### src/rtl/rggen_demux_write.sv
// Write demultiplexer: accepts one write request, strobes the addressed lane until it
// acknowledges (or an optional timeout expires), then reports completion and status.
module rggen_demux_write #(
    parameter int WIDTH       = 32,
    parameter int ENTRIES     = 4,
    parameter int INDEX_WIDTH = 2,
    parameter int TIMEOUT     = 0
) (
    input  logic                     i_clk,
    input  logic                     i_rst,
    input  logic                     i_valid,
    output logic                     o_ready,
    input  logic [INDEX_WIDTH-1:0]   i_index,
    input  logic [WIDTH-1:0]         i_data,
    output logic [ENTRIES-1:0]       o_select,
    output logic [WIDTH*ENTRIES-1:0] o_data,
    input  logic [ENTRIES-1:0]       i_ack,
    output logic                     o_done,
    output logic                     o_error
);

    localparam int                     CNT_WIDTH   = (TIMEOUT > 1) ? $clog2(TIMEOUT) : 1;
    localparam logic [CNT_WIDTH-1:0]   CNT_LAST    = CNT_WIDTH'((TIMEOUT > 0) ? TIMEOUT - 1 : 0);
    localparam logic [INDEX_WIDTH:0]   ENTRIES_VAL = (INDEX_WIDTH + 1)'(ENTRIES);
    localparam logic                   TIMEOUT_ON  = (TIMEOUT > 0) ? 1'b1 : 1'b0;

    typedef enum logic [1:0] {
        IDLE   = 2'd0,
        ACCESS = 2'd1,
        DONE   = 2'd2
    } state_e;

    state_e                   state_r, state_s;
    logic [INDEX_WIDTH-1:0]   index_r, index_s;
    logic [WIDTH-1:0]         data_r, data_s;
    logic                     flag_r, flag_s;
    logic [CNT_WIDTH-1:0]     count_r, count_s;
    logic                     handshake_s, ack_hit_s, expire_s;
    logic                     ready_s, done_s, error_s;
    logic [ENTRIES-1:0]       select_s;
    logic [WIDTH*ENTRIES-1:0] out_data_s;

    function automatic logic [ENTRIES-1:0] decode(input logic [INDEX_WIDTH-1:0] idx);
        logic [ENTRIES-1:0] onehot;
        onehot = '0;
        for (int k = 0; k < ENTRIES; k++) begin
            onehot[k] = (idx == INDEX_WIDTH'(k));
        end
        return onehot;
    endfunction

    assign handshake_s = i_valid & o_ready;
    // Only the addressed lane may complete the access; other lanes' acks are masked off.
    assign ack_hit_s   = |(i_ack & decode(index_r));
    assign expire_s    = TIMEOUT_ON & (count_r == CNT_LAST);

    // State and datapath registers, outputs registered from next-state values.
    always_ff @(posedge i_clk) begin
        if (i_rst) begin
            state_r  <= IDLE;
            index_r  <= '0;
            data_r   <= '0;
            flag_r   <= 1'b0;
            count_r  <= '0;
            o_ready  <= 1'b0;
            o_select <= '0;
            o_data   <= '0;
            o_done   <= 1'b0;
            o_error  <= 1'b0;
        end else begin
            state_r  <= state_s;
            index_r  <= index_s;
            data_r   <= data_s;
            flag_r   <= flag_s;
            count_r  <= count_s;
            o_ready  <= ready_s;
            o_select <= select_s;
            o_data   <= out_data_s;
            o_done   <= done_s;
            o_error  <= error_s;
        end
    end

    // Next-state, capture and timeout counter logic.
    always_comb begin
        state_s = state_r;
        index_s = index_r;
        data_s  = data_r;
        flag_s  = flag_r;
        count_s = count_r;
        case (state_r)
            IDLE: begin
                if (handshake_s) begin
                    index_s = i_index;
                    data_s  = i_data;
                    count_s = '0;
                    if ({1'b0, i_index} < ENTRIES_VAL) begin
                        state_s = ACCESS;
                        flag_s  = 1'b0;
                    end else begin
                        state_s = DONE;
                        flag_s  = 1'b1;
                    end
                end else begin
                    state_s = IDLE;
                end
            end
            ACCESS: begin
                // Ack is checked first so it wins over a simultaneous timeout.
                if (ack_hit_s) begin
                    state_s = DONE;
                    flag_s  = 1'b0;
                end else if (expire_s) begin
                    state_s = DONE;
                    flag_s  = 1'b1;
                end else begin
                    state_s = ACCESS;
                    count_s = count_r + CNT_WIDTH'(1);
                end
            end
            DONE: begin
                state_s = IDLE;
            end
            default: begin
                state_s = IDLE;
            end
        endcase
    end

    // Output values for the upcoming cycle, decoded from the next state.
    always_comb begin
        ready_s    = (state_s == IDLE);
        done_s     = (state_s == DONE);
        error_s    = done_s & flag_s;
        out_data_s = '0;
        if (state_s == ACCESS) begin
            select_s = decode(index_s);
        end else begin
            select_s = '0;
        end
        for (int k = 0; k < ENTRIES; k++) begin
            if (select_s[k]) begin
                out_data_s[WIDTH*k +: WIDTH] = data_s;
            end else begin
                out_data_s[WIDTH*k +: WIDTH] = '0;
            end
        end
    end

endmodule
### config.mk
export PLATFORM = sky130hd
export DESIGN_NAME = rggen_demux_write
export DESIGN_NICKNAME = d
export VERILOG_FILES = /design/src/rtl/rggen_demux_write.sv
export SDC_FILE = /design/constraint.sdc
export NUM_CORES = 1
export LEC_CHECK = 0
export ABC_AREA = 1
export ABC_CLOCK_PERIOD_IN_PS = 2610
export CORE_ASPECT_RATIO = 0.5
export CORE_MARGIN = 1
export CORE_UTILIZATION = 49
export CTS_CLUSTER_SIZE = 8
export DETAILED_ROUTE_END_ITERATION = 6
export PLACE_DENSITY = 0.85
export SYNTH_ARGS = -nofsm -noshare
export SYNTH_HDL_FRONTEND = slang
export SYNTH_SLANG_ARGS = --single-unit
### constraint.sdc
create_clock -name i_clk -period 2.61 [get_ports i_clk]
set_input_delay 0.522 -clock i_clk [delete_from_list [all_inputs] [get_ports i_clk]]
set_output_delay 0.522 -clock i_clk [all_outputs]
set_load 0.05 [all_outputs]
==> results.md <==
- Run status: completed
- Clock tree buffer depth: 2
- Clk network pwr share: 44.2%
- DIE AREA: 0.01141 mm2
- Total routed wirelength: 12.05 mm
- Final critical path time including I/O delays and setup: 2.108 ns
- Required time of the critical path: around 2.1 ns
- Number of setup buffers added after CTS: 0
- Reg power frac: a little under half
- Number of sinks driven by the clock tree: between 150 and 200
- Final RePlAce weighted congestion: 0.7645
- Filler cells: 670
- Number of warnings printed during yosys synthesis: 0
- Total congestion overflow: 0
- ANT cells: 0
- Horizontal die dimension: 150.1 um
- Via density per instance: between 4 and 5
- Post-Route Utilization: 74.07%
- Number of routed nets with antenna violations: 0
- Initial core utilization: about half
- Placeable core area: about 0.010 mm2
- Design internal power: 4.327 mW
- First-pass GRT wire length: around 19 mm
- Number of synthesized register bits: 171
- Boundary Pins: roughly 180
- Post-cts hold buffer count: 0
- CTS tree: yes
- Clk root buf: clkbuf_16
- Max-capacitance violation count: 0
- Detailed Place HPWL: 8.069 mm
- Number of failing hold endpoints at the final stage: 0
- Vertical die dimension: 76.05 um
- CP peak stage delay: 0.84 ns
- Buffering stage count on the worst path with inverters included: 1
- Average cell area after synthesis: 12.47 um2
- Switching component of the power: 1.430 mW
- Clock transition at path regs: 0.07 ns
- DRC Markers: 0
- First drt pass iteration count: 4
- Slew HR: roughly three fifths
- Worst setup path category: flip-flop to output pin
- Worst VDD drop: 0.4555 mV
- Data arrival time of the worst path: 1.59 ns
- Type of element capturing the critical path: output pin
- Buffers on Ports: 175
- Share of the clock period used by the worst path: 80.77%
- H-tree lvl count: 4
- Final Power: 5.757 mW
- Switching share of total power: 24.84%
- Worst slew pin tran: between 0.5 and 0.6 ns
- Slowest stage cell, crit path: clkdlybuf4s50_1
- Post-synth cell types: 21
- RSZ-0062 raised after global routing: false
- Initial antenna violation count: 0
- Power Dens Cells: 744.3 mW/mm2
- Clock network latency to the later pin of the worst-skew pair: about 0.42 ns
- Fraction of layout cells with a size suffix above 1: ~22%
- Post-synthesis instance total: 431
- Initial detailed-routing violation count: between 100 and 150
- Worst min-delay path category: input pin to flip-flop
- Clock buffers created by TritonCTS: 17
- Resized Gates After CTS: 0
- Largest net degree at the start of global routing: 34
- Placement row count: 26
- Area added between synthesis and finish: 43.97%
- Total standard cell area after synthesis: 0.005373 mm2
- Leakage: 2.850 nW
- Synthesized Nets: 472
- Category of the worst setup path launch point: flip-flop
- Final layout net count: 653
- Clock Skew: 0.006026 ns
- Summed negative setup slack over all endpoints: 0 ns
- Peak Freq: 0.4744 GHz
- Count of final setup violators: 0
- Vias: 3533
- Worst path top cell family by delay: buffers and inverters
- All-Layer GR Usage: 21.97%
- CP max FO: 1
- Vias in the first global route: approximately 3500
- Sequential-to-total area share from yosys stat: 63.72%
- Relative contribution of combinational cells to total power: 9.1%
- Routed WL per cell: about 16 um
- Crit path cell chain: clkdlybuf4s50_1
- Count of final max-slew check failures: 0
-- routing by layer --
layer,vias to the layer above,part of all wire [%],global-route usage [%]
met5,-,0,0
met4,0,2.8,8.990
met3,29,4.3,5.988
met2,88,53,39.68
met1,1712,40,24.33
li1,1704,-,-
-- per-stage QoR --
| stage | hold WS [ns] | cell area [um2] | cells | setup slack [ns] |
|---|---|---|---|---|
| floorplan | 0.5231 | 5373 | 431 | 0.9537 |
| global placement | 0.5372 | 7129 | 733 | 0.3399 |
| detailed placement | 0.5469 | 7129 | 733 | 0.2767 |
| CTS | 0.4724 | 7735 | 765 | 0.4899 |
| global route | 0.4791 | 7735 | 765 | 0.4685 |
| finish | 0.4817 | 7735 | 765 | 0.5019 |
-- cell usage after synthesis, drive strengths merged --
library cell,n,area [um2]
nand3,9,100.1
nand3b,2,15.01
nand2,18,105.1
mux2i,32,658.1
clkbuf,3,11.26
inv,9,33.79
dfxtp,171,3423
nor2,168,798.3
conb,1,3.750
a21oi,1,5.000
buf,17,219.0
-- kinds of logic (layout without fill, tap and decap cells) --
| logic type | count (synthesis) | count (layout) | share of synthesized area [%] |
|---|---|---|---|
| multiplexers | 32 | 32 | 12.25 |
| AO/OA/AOI/OAI | 1 | 1 | 0.09306 |
| AND/OR/NAND/NOR | 197 | 197 | 18.96 |
| buffers and inverters | 29 | 223 | 4.914 |
| flip-flops | 171 | 171 | 63.72 |
| other | 1 | 1 | 0.06980 |
-- registers in the layout, indices dropped and copies added (netlist names) --
signal    flops
data_r       32
o_select      4
o_data      128
o_error       1
state_r       2
index_r       2
o_done        1
o_ready       1
-- power groups by stage --
stage	sequential (mW)	combinational (mW)	clock, mW
2_1_floorplan	2.81	0.317	0
3_3_place_gp	2.75	0.513	0
3_5_place_dp	2.75	0.523	0
4_1_cts	2.69	0.528	2.58
5_1_grt	2.69	0.556	2.69
6_report	2.69	0.523	2.54
-- layout make-up --
class                      count  area, um2  area share (%)
clock inverter                15      180.2           2.329
inverter                       9      33.78          0.4368
sequential                   171       3423           44.26
clock buffer                  17      425.4           5.500
multi-input combinational    231       1685           21.79
timing repair buffer         182       1812           23.42
tap                          140      175.2           2.265
-- path summary, 6_finish.rpt --
kind	from	cells after the start	slack (ns)	to
setup reg to reg	state_r[1]	7	0.90	o_data[95]
hold / removal	i_rst	2	0.48	data_r[30]
setup / recovery	o_data[24]	1	0.50	o_data[24]
hold reg to reg	data_r[13]	2	0.56	data_r[13]
-- cells in the final DEF, fill, tap and decap left out, drive strengths merged --
master,count
clkdlybuf4s50,174
dfxtp,171
nor2,168
mux2i,32
nand2,18
inv,18
clkbuf,17
nand3,9
buf,8
clkinv,3
nand3b,2
bufinv,2
a21oi,1
clkinvlp,1
conb,1
Power figures use the tool's default switching activity.
